**src/rtl/spike_event_fifo.sv**
```systemverilog
// Turns non-zero classifier samples into timestamped spike events, applies a refractory
// window and buffers events in a FWFT FIFO. Optional per-class counters: SPIKE_STATS_EN.
module spike_event_fifo #(
  parameter int TS_WIDTH   = 16,
  parameter int REFRACT    = 4,
  parameter int FIFO_DEPTH = 8,
  parameter int CNT_WIDTH  = 8
) (
  input  logic                 clk,
  input  logic                 rst,
  input  logic                 nn_valid,
  input  logic [1:0]           nn_class,
  output logic                 ev_valid,
  input  logic                 ev_ready,
  output logic [1:0]           ev_class,
  output logic [TS_WIDTH-1:0]  ev_time,
  output logic                 fifo_full,
  output logic [CNT_WIDTH-1:0] overflow_cnt
`ifdef SPIKE_STATS_EN
  ,
  input  logic                 stat_clr,
  output logic [15:0]          stat_c1,
  output logic [15:0]          stat_c2,
  output logic [15:0]          stat_c3
`endif
);

  // state | meaning
  // IDLE  | eligible: next valid non-zero class becomes an event
  // REFR  | refractory: rcnt valid samples still to be ignored
  typedef enum logic {IDLE, REFR} state_t;

  localparam int AW = $clog2(FIFO_DEPTH);
  localparam int RW = (REFRACT > 0) ? $clog2(REFRACT + 1) : 1;

  state_t               state;
  logic [RW-1:0]        rcnt;
  logic [TS_WIDTH-1:0]  ts;
  logic [AW:0]          wr_ptr, rd_ptr;
  logic [1:0]           mem_class [FIFO_DEPTH];
  logic [TS_WIDTH-1:0]  mem_time  [FIFO_DEPTH];
  logic [1:0]           hold_class;
  logic [TS_WIDTH-1:0]  hold_time;
  logic                 empty, full, ev_gen, pop, push_ok, drop;

  assign empty   = (wr_ptr == rd_ptr);
  assign full    = (wr_ptr[AW] != rd_ptr[AW]) && (wr_ptr[AW-1:0] == rd_ptr[AW-1:0]);
  assign ev_gen  = nn_valid && (state == IDLE) && (nn_class != 2'd0);
  assign pop     = !empty && ev_ready;
  assign push_ok = ev_gen && (!full || pop);
  assign drop    = ev_gen && full && !pop;

  assign ev_valid  = !empty;
  assign fifo_full = full;
  // When empty, present the last popped head so the outputs stay stable.
  assign ev_class  = empty ? hold_class : mem_class[rd_ptr[AW-1:0]];
  assign ev_time   = empty ? hold_time  : mem_time[rd_ptr[AW-1:0]];

  always_ff @(posedge clk or negedge rst) begin
    if (!rst) begin
      state <= IDLE;
      rcnt  <= '0;
      ts    <= '0;
    end else if (nn_valid) begin
      ts <= ts + 1'b1;
      case (state)
        IDLE: begin
          if ((nn_class != 2'd0) && (REFRACT != 0)) begin
            state <= REFR;
            rcnt  <= RW'(REFRACT);
          end
        end
        REFR: begin
          // The sample reaching terminal count is itself ignored.
          if (rcnt == RW'(1)) state <= IDLE;
          rcnt <= rcnt - 1'b1;
        end
        default: state <= IDLE;
      endcase
    end
  end

  always_ff @(posedge clk) begin
    if (push_ok) begin
      mem_class[wr_ptr[AW-1:0]] <= nn_class;
      mem_time[wr_ptr[AW-1:0]]  <= ts;
    end
  end

  always_ff @(posedge clk or negedge rst) begin
    if (!rst) begin
      wr_ptr       <= '0;
      rd_ptr       <= '0;
      hold_class   <= '0;
      hold_time    <= '0;
      overflow_cnt <= '0;
    end else begin
      if (push_ok) wr_ptr <= wr_ptr + 1'b1;
      if (pop) begin
        rd_ptr     <= rd_ptr + 1'b1;
        hold_class <= mem_class[rd_ptr[AW-1:0]];
        hold_time  <= mem_time[rd_ptr[AW-1:0]];
      end
      if (drop && (overflow_cnt != {CNT_WIDTH{1'b1}}))
        overflow_cnt <= overflow_cnt + 1'b1;
    end
  end

`ifdef SPIKE_STATS_EN
  // Counts every generated event, dropped or not.
  always_ff @(posedge clk or negedge rst) begin
    if (!rst) begin
      stat_c1 <= '0;
      stat_c2 <= '0;
      stat_c3 <= '0;
    end else if (stat_clr) begin
      stat_c1 <= '0;
      stat_c2 <= '0;
      stat_c3 <= '0;
    end else if (ev_gen) begin
      case (nn_class)
        2'd1: if (stat_c1 != 16'hFFFF) stat_c1 <= stat_c1 + 1'b1;
        2'd2: if (stat_c2 != 16'hFFFF) stat_c2 <= stat_c2 + 1'b1;
        2'd3: if (stat_c3 != 16'hFFFF) stat_c3 <= stat_c3 + 1'b1;
        default: ;
      endcase
    end
  end
`endif

endmodule

```
**config.mk**
```make
export PLATFORM = sky130hd
export DESIGN_NAME = spike_event_fifo
export DESIGN_NICKNAME = d
export VERILOG_FILES = /design/src/rtl/spike_event_fifo.sv
export SDC_FILE = /design/constraint.sdc
export NUM_CORES = 1
export LEC_CHECK = 0
export ABC_AREA = 1
export BUFFER_PORTS_ARGS = -buffer_cell sky130_fd_sc_hd__buf_2
export CAP_MARGIN = 20
export CORE_MARGIN = 1.5
export CORE_UTILIZATION = 40
export DETAILED_ROUTE_END_ITERATION = 7
export GPL_ROUTABILITY_DRIVEN = 0
export GPL_TIMING_DRIVEN = 0
export PLACE_DENSITY = 0.63
export SLEW_MARGIN = 20
export SYNTH_ARGS = -nofsm -noshare
export SYNTH_HDL_FRONTEND = slang
export SYNTH_SLANG_ARGS = --single-unit
```
**constraint.sdc**
```tcl
create_clock -name clk -period 4.95 [get_ports clk]
set_input_delay 0.2475 -clock clk [delete_from_list [all_inputs] [get_ports clk]]
set_output_delay 0.2475 -clock clk [all_outputs]
set_load 0.01 [all_outputs]
```
**After elaboration in Yosys (flattened, before gate mapping)**

Memory sizes are Yosys's and may differ from the RTL's.
Cells that the tools add are included.

- Bits in latches: 0
- Memory bits (writable): 144
- Bits in read-only memories: 0
- Output and inout bits: 28
- Bits in registers: 54
- Memories: 2

- Order comparisons: 0
- Eq/ne operators: 6
- Shifts and indexed selects: 0
- Bitwise logic cells: 1
- Div/mod/pow operators: 0
- Reduce and logical (&&, ||, !) cells: 14
- $add $sub $neg: 5
- Multiply operators: 0
- Multiplexer cells: 9

Memories:

| memory | words | width | rd ports | clocked after Yosys merged registers in | wr ports | line | RTL |
|---|---|---|---|---|---|---|---|
| mem_time | 8 | 16 | 1 | 0 | 1 | 41 | `logic [TS_WIDTH-1:0] mem_time [FIFO_DEPTH];` |
| mem_class | 8 | 2 | 1 | 0 | 1 | 40 | `logic [1:0] mem_class [FIFO_DEPTH];` |

Operators by type and width:

| kind | number |
|---|---|
| $add A16 B1 Y16 const B | 1 |
| $mux W16 | 1 |
| $add A4 B1 Y4 const B | 2 |
| $add A8 B1 Y8 const B | 1 |
| $logic_and A1 B1 Y1 | 8 |
| $ne A8 B8 Y1 const B | 1 |
| $pmux W3 S2 | 1 |
| $eq A4 B4 Y1 | 1 |
| $mux W1 | 4 |
| $eq A3 B1 Y1 const B | 1 |
| $eq A3 B3 Y1 | 1 |
| $logic_not A1 Y1 | 3 |
| $mux W3 | 1 |
| $sub A3 B1 Y3 const B | 1 |
| $mux W2 | 1 |
| $ne A2 B1 Y1 const B | 1 |
| $pmux W1 S2 | 1 |
| $reduce_and A2 Y1 | 1 |
| $reduce_bool A2 Y1 | 1 |
| $logic_or A1 B1 Y1 | 1 |
| $ne A1 B1 Y1 | 1 |
| $not A1 Y1 | 1 |

**Depth between registers and ports, before layout**

Gate-level depths: netlist (run 1).

- Word-level depth: 7
- Depth in mapped cells: 11
- Gate-level depth less buffers: 9

**Least setup slack after synthesis (run 1)**

OpenSTA, ideal clock, no wires.

- Path kind: register -> register
- From: register wr_ptr[1]
- To: memory mem_class[2][0] (enable)
- Path buffers: 1
- Clock period less this slack: 2.249 ns
- Path slack: 2.701 ns
- Setup time: 0.393 ns
- Stages on the path, launching flop included: 9
- Required time: 4.557 ns
- Arrival time: 1.856 ns
- Cell sequence: dfrtp_1 buf_4 inv_1 nand2_1 nand2_1 nor2_2 nand4_1 nand3_1 nor2_1

- Cells in the longest elaborated chain, start to end: 7
- Elaborated cells between the ends (all ways): 10
- Those cells by class: eq/ne: 2; mux: 2; reduce/logical: 6

RTL lines:

| what | line | RTL |
|---|---|---|
| start: declaration | 39 | `logic [AW:0] wr_ptr, rd_ptr;` |
| start signal: assignment | 98 | `if (push_ok) wr_ptr <= wr_ptr + 1'b1;` |
| $eq A4 B4 Y1 or $eq A3 B3 Y1 (tied branches) | 46, 47 |  |
| $logic_not A1 Y1 or $logic_and A1 B1 Y1 (tied branches) | 49, 47 |  |
| $logic_and A1 B1 Y1 or $logic_not A1 Y1 (tied branches) | 49, 50 |  |
| $logic_or A1 B1 Y1 | 50 | `assign push_ok = ev_gen && (!full \|\| pop);` |
| $logic_and A1 B1 Y1 | 50 |  |
| $mux W1 | 84 | `if (push_ok) begin` |
| $mux W1 (not written as such) | 85 | `mem_class[wr_ptr[AW-1:0]] <= nn_class;` |
| end: declaration | 40 |  |

Several ways; a longest one is shown, not always the timed one.

**Worst setup path after layout (run 1)**

- From: register rd_ptr[0]
- To: output port ev_class[0]

- Cells in the longest elaborated chain, start to end: 2
- Elaborated cells between the ends (all ways): 3
- Those cells by class: eq/ne: 1; mux: 1; memory: 1

RTL lines:

| what | line | RTL |
|---|---|---|
| start: declaration | 39 |  |
| start signal: assignment | 100 | `rd_ptr <= rd_ptr + 1'b1;` |
| $mem_v2 Z8 W2 or $eq A4 B4 Y1 (tied branches) | -- |  |
| $mux W2 * | 56 | `assign ev_class = empty ? hold_class : mem_class[rd_ptr[AW-1:0]];` |
| end: declaration | 15 | `output logic [1:0] ev_class,` |

Every way passes the cells marked *; elsewhere a longest branch is shown, timed or not.

==> results of run 1 <==
## cells by family after synthesis
group | share of synthesized area (%)
AND/OR/NAND/NOR | 22.9
flip-flops | 65.7
AO/OA/AOI/OAI | 4.47
buffers and inverters | 3.81
XOR/XNOR | 2.23
adder cells (fa/ha/maj) | 0.869
## worst register-to-register path, stage by stage (launching register included)
cell	delay (ns)
dfrtp_1	0.48
inv_2	0.10
buf_6	0.14
nand2_1	0.06
nand2_1	0.07
nor2_2	0.05
nand4_1	0.21
nand2_2	0.23
nor2_2	0.59
buf_6	0.24
## path summary, 6_finish.rpt
kind	start	to	slack, ns
hold / removal	nn_valid	ts[0]	0.09
setup reg to reg	rd_ptr[0]	mem_time[0][8]	2.48
hold reg to reg	hold_time[9]	hold_time[9]	0.48
max in group asynchronous	rst	ts[12]	4.01
setup / recovery	rd_ptr[0]	ev_class[0]	2.31
min in group asynchronous	rst	overflow_cnt[7]	0.45
## power by group
| part | internal, mW | switching [mW] |
|---|---|---|
| clock | 0.850 | 0.617 |
| combinational | 0.713 | 1.43 |
| sequential | 2.03 | 0.186 |
| total | 3.59 | 2.23 |
## metrics by stage
step                      util, %  power (mW)  setup slack, ns  instances
after detailed placement     43.9        4.37             2.49       1194
after CTS                    47.0        5.84             2.35       1227
after global routing         47.0        6.25             2.11       1227
after floorplan                 -        3.64             2.70        879
final                        47.0        5.82             2.31       1227
after global placement       43.4        4.32             1.87       1186
## cell type report
class                   instances  area [um^2]  area share, %
clock inverters                14          200           2.02
plain buffers                  40          205           2.07
inverters                      33          124           1.25
well taps                     275          344           3.47
clock buffers                  18          429           4.33
repair buffers                 41          270           2.73
flip-flops and latches        198         5680           57.3
multi-input cells             608         2660           26.8
## cell usage in the layout, fill, tap and decap left out, types with 10 or more instances in the layout
cell / synthesis / final
clkbuf_1: 12 / 13
xor2_1: 12 / 12
clkbuf_16: 0 / 17
inv_1: 29 / 29
edfxtp_1: 144 / 144
nor2_2: 3 / 11
xnor2_1: 10 / 10
nand4_1: 14 / 14
nand3_1: 19 / 19
o21ai_0: 76 / 76
nand2_1: 291 / 291
buf_2: 20 / 51
dfrtp_1: 54 / 54
nor2_1: 169 / 161
## state kept, by name, summed over array words and instances (netlist names)
register      flops
hold_class        2
hold_time        16
mem_class        16
mem_time        128
overflow_cnt      8
rcnt              3
rd_ptr            4
state             1
ts               16
wr_ptr            4
## metal layers
metal	GRT usage [%]	vias to the layer above	part of all wire (%)
met4	5.10	0	1.3
met3	3.17	21	4.0
met1	25.5	2864	48
met2	28.4	125	46
li1	-	2994	-
met5	0	-	0
## repair_timing
item,4_1_cts,5_1_grt
endpoints found under the hold margin,54,0
gates resized for setup,0,0
setup buffers,0,0
endpoints found under the setup margin,0,0
hold buffers,1,0
==> impl_metrics.csv, run 1 <==
group,metric,value,unit
setup_path,end_kind,"output port",
setup_path,cpPeakStageDelay,0.50,ns
synthesis,synth.distinct_cells,22,
placement,portBuffers,32,
synthesis,synth_area_leaders,"edfxtp_1, dfrtp_1, nand2_1",
setup_path,slowest_stage,"dfrtp_1",
cells_and_area,num_antenna_cells,0,
route,drt_iter0_markers,508,
sta,clock.fmax,379,MHz
global_routing,grt_antenna_before_repair,0,
route,viasPerCell,4.89,
route,num_vias,6004,
synthesis,syn-num-nets,891,
setup_path,crit_family,"buffers and inverters",
route,wl,19200,um
placement,dpl_cell_area,9270,um^2
pwr,max-vdd-ir-drop,0.000257,V
sta,tightestPinTransition,0.748,ns
setup_path,path_depth,11,
sta,skew,0.0106,ns
min_path,hold_path_depth,2,
cells_and_area,nNetsFinal,951,
synthesis,syn_area,8640,um^2
flow_run,max_cap_viol_count,0,
route,detail_route.wl_per_cell,15.7,um
sta,setup_tns,0,ns
sta,report.final.slew_viol_count,0,
setup_path,crit_top_cell,"nand2_1",
run_status,outcome,"complete, no violations",
floorplan,start_util,41.0,%
route,ant_nets,0,
setup_path,critPathArrivalTime,2.39,ns
sta,post-route-period-util,53.4,%
clock_tree,cts_sinks,198,
setup_path,r2r_cells,9,
clock_tree,cts_tree,"done",
synthesis,synth.most_common_cell,"nand2_1",
pwr,powerDensity,588,nW/um^2
setup_path,cp-start-kind,"flop",
global_routing,grt_pass1_wl,30300,um
synthesis,synthesis.instances,879,
route,drcViolationCount,0,
synthesis,synth_top_cell_by_area,"edfxtp_1",
global_routing,grt_max_degree,55,
sta,max-slew-margin-rel,50.1,%
clock_tree,root_buffer,"clkbuf_16",
setup_path,cp_num_buf_inv,3,
global_routing,grt_use_total,18.0,%
sta,fin_hold_ws,0.0888,ns
synthesis,ys_ff_latch,198,
cells_and_area,drive_gt1_share,12.2,%
min_path,hold_class,"input port to flop",
route,dr.pass1.iters,5,
clock_tree,clk_pin_slew,0.07,ns
setup_path,path_class,"flop to output port",
clock_tree,clock_latency,0.44,ns
pwr,cellLeakagePower,4.14,nW
synthesis,syn_avg_cell_area,9.83,um^2
sta,final_hold_viol_count,0,
synthesis,ys_seq_area_share,65.7,%
synthesis,synth-edff-count,144,
clock_tree,cts_buffer_depth,2,
setup_path,critPathMaxFanout,10,
floorplan,ios,34,
setup_path,cp_data_required_time,4.70,ns
floorplan,die_y,150,um
sta,rsz0062_at_grt,"false",
clock_tree,cts_buffers,17,
synthesis,synth-async-reset-ratio,27.3,%
sta,finalSetupViolCount,0,
setup_path,path_cells,"buf_2, buf_2, nor2_1, nor2_1, o21ai_0, nand2_1, nand2_1, nand2_1, nand2_1, nand2_1, buf_2",
global_routing,grt_pass1_vias,5553,
floorplan,dieArea,22500,um^2
synthesis,synth_warnings,0,
floorplan,core,21100,um^2
sta,post-route-min-period,2.64,ns
synthesis,ys.flop_type,"edfxtp_1",
floorplan,die_w,150,um
cells_and_area,area_growth,14.6,%
floorplan,row_count,53,
synthesis,synthTopCellsByCount,"nand2_1, nor2_1, edfxtp_1",
synthesis,synth_top_area_share,50.0,%
clock_tree,htreeDepth,4,
cells_and_area,n_fill_cell,1969,
global_routing,grt_overflow,0,
cells_and_area,design_area,9910,um^2
placement,dp_hpwl,12900,um
Note: power is estimated with default switching activity, not from simulation.
==> run 2, diff against run 1 <==
clock period = 2.54 ns   (was 4.95 ns; I/O delays follow)
==> run 2 against run 1 <==
- non-clock buffer count rose by 2
- global-route usage is the same
- first-iteration DRC count shrank 9.8%
- largest cell class unchanged
- highest routed layer unchanged
==> impl_metrics.csv, run 2 (synthesis results as in run 1) <==
group,metric,value,unit
run_status,outcome,"complete, no violations",
sta,skew,0.00996,ns
sta,report.final.slew_viol_count,0,
cells_and_area,nNetsFinal,953,
route,ant_nets,0,
placement,dp_hpwl,12900,um
pwr,powerDensity,1140,nW/um^2
setup_path,cp-start-kind,"flop",
cells_and_area,area_growth,15.1,%
setup_path,cpPeakStageDelay,0.60,ns
sta,post-route-min-period,2.44,ns
floorplan,start_util,41.0,%
route,drcViolationCount,0,
floorplan,die_y,150,um
route,dr.pass1.iters,5,
clock_tree,cts_sinks,198,
pwr,intPower,7.03,mW
floorplan,ios,34,
floorplan,dieArea,22500,um^2
global_routing,grt_pass1_vias,5556,
placement,portBuffers,32,
clock_tree,cts_tree,"done",
sta,rsz0062_at_grt,"true",
pwr,finalPower,11.4,mW
sta,clock.fmax,410,MHz
clock_tree,clock_latency,0.44,ns
setup_path,end_kind,"flop",
cells_and_area,mostFrequentLayoutCells,"nand2_1, nor2_1, edfxtp_1",
clock_tree,htreeDepth,4,
pwr,max-vdd-ir-drop,0.000512,V
route,num_vias,5996,
route,viasPerCell,4.88,
sta,final_hold_viol_count,0,
pwr,combPwrFrac,36.9,%
route,wl,19200,um
setup_path,path_class,"flop to flop",
clock_tree,cts_buffers,17,
min_path,hold_class,"input port to flop",
sta,finalSetupViolCount,0,
floorplan,core,21100,um^2
global_routing,grt_overflow,0,
setup_path,cp_data_required_time,2.68,ns
floorplan,die_w,150,um
flow_run,max_cap_viol_count,0,
sta,max-slew-margin-rel,50.2,%
setup_path,path_cells,"inv_2, buf_6, nand2_1, nand2_1, nor2_2, nand4_1, nand2_2, nor2_2, buf_6",
route,drt_iter0_markers,458,
pwr,switching_share,38.2,%
clock_tree,clk_pin_slew,0.07,ns
clock_tree,postCtsSetupBuffers,0,
pwr,cellLeakagePower,4.16,nW
setup_path,critPathArrivalTime,2.58,ns
clock_tree,cts_buffer_depth,2,
global_routing,grt_antenna_before_repair,0,
pwr,p_seq_share,37.9,%
cells_and_area,largest_register_ffs,128,
setup_path,slowest_stage,"nor2_2",
sta,post-route-period-util,96.0,%
sta,tightestPinTransition,0.747,ns
cells_and_area,layout_commonest_cell,"nand2_1",
floorplan,row_count,53,
setup_path,critPathMaxFanout,11,
global_routing,grt_max_degree,55,
setup_path,crit_family,"simple AND/OR/NAND/NOR gates",
clock_tree,root_buffer,"clkbuf_16",
cells_and_area,num_antenna_cells,0,
pwr,clkPwrFrac,25.1,%
global_routing,grt_pass1_wl,30300,um
placement,pre_cts_ws,0.0799,ns
setup_path,cp_num_buf_inv,3,
sta,fin_hold_ws,0.0290,ns
sta,setup_ws,0.101,ns
global_routing,grt_use_total,18.0,%
route,detail_route.wl_per_cell,15.6,um
pwr,p_sw,4.35,mW
cells_and_area,drive_gt1_share,12.6,%
[run 2: cell count changes in the layout (fill, tap and decap cells not counted)]
cell,delta
clkbuf_1,-3
clkbuf_4,+5
clkbuf_2,+3
dfrtp_1,-1
buf_2,-5
dlygate4sd3_1,+2
dfrtp_2,+1
[run 2: routing by layer]
| layer | part of all wire [%] | global-route usage (%) | vias to the layer above | wire (um) |
|---|---|---|---|---|
| met2 | 46 | 28.4 | 127 | 8850 |
| met1 | 48 | 25.5 | 2852 | 9280 |
| li1 | - | - | 2997 | - |
| met4 | 1.3 | 5.10 | 0 | 248 |
| met3 | 4.2 | 3.17 | 20 | 813 |
| met5 | 0 | 0 | - | 0 |
[run 2: power by group through the flow]
stage               sequential, mW  combinational (mW)  clock [mW]
global placement              4.36                4.06           0
detailed placement            4.37                4.15           0
global route                  4.36                4.85        3.01
finish                        4.32                4.20        2.86
floorplan                     4.25                2.84           0
CTS                           4.30                4.18        2.89
[run 2: path summary, 6_finish.rpt]
path	to	depth (start not counted)	slack [ns]	from
setup / recovery	mem_time[0][8]	9	0.10	rd_ptr[0]
hold / removal	mem_class[2][0]	1	0.03	nn_class[0]
setup reg to reg	mem_time[0][8]	9	0.10	rd_ptr[0]
hold reg to reg	hold_time[9]	2	0.48	hold_time[9]
max in group asynchronous	rd_ptr[0]	2	1.69	rst
min in group asynchronous	overflow_cnt[7]	2	0.33	rst
[run 2: timing repair]
item | 4_1_cts | 5_1_grt
endpoints found under the setup margin | 0 | 53
gates resized for setup | 0 | 12
hold endpoints to repair | 64 | 0
hold buffers | 3 | 0
[run 2: worst register-to-register path, cell delays in order (launching register included)]
cell and delay [ns]:
dfrtp_2 0.47, inv_2 0.08, buf_6 0.14, nand2_1 0.06, nand2_1 0.07, nor2_2 0.05
nand4_1 0.21, nand2_2 0.23, nor2_2 0.60, buf_6 0.24
[run 2: metrics by stage]
stage	instances	cell area (um^2)	setup TNS [ns]	util [%]
3_5_place_dp	1194	9270	0	43.9
2_1_floorplan	879	8640	0	-
6_report	1229	9940	0	47.2
3_3_place_gp	1186	9150	-68.56	43.4
4_1_cts	1229	9930	0	47.1
5_1_grt	1229	9940	-0.535	47.2
[run 2: area by class of cell]
cell class / instances / area, um^2
Sequential cell: 198 / 5680
Clock buffer: 18 / 429
Buffer: 40 / 221
Fill cell: 1965 / 11100
Multi-Input combinational cell: 608 / 2660
Timing Repair Buffer: 43 / 290
Clock inverter: 14 / 200
Inverter: 33 / 124
Tap cell: 275 / 344
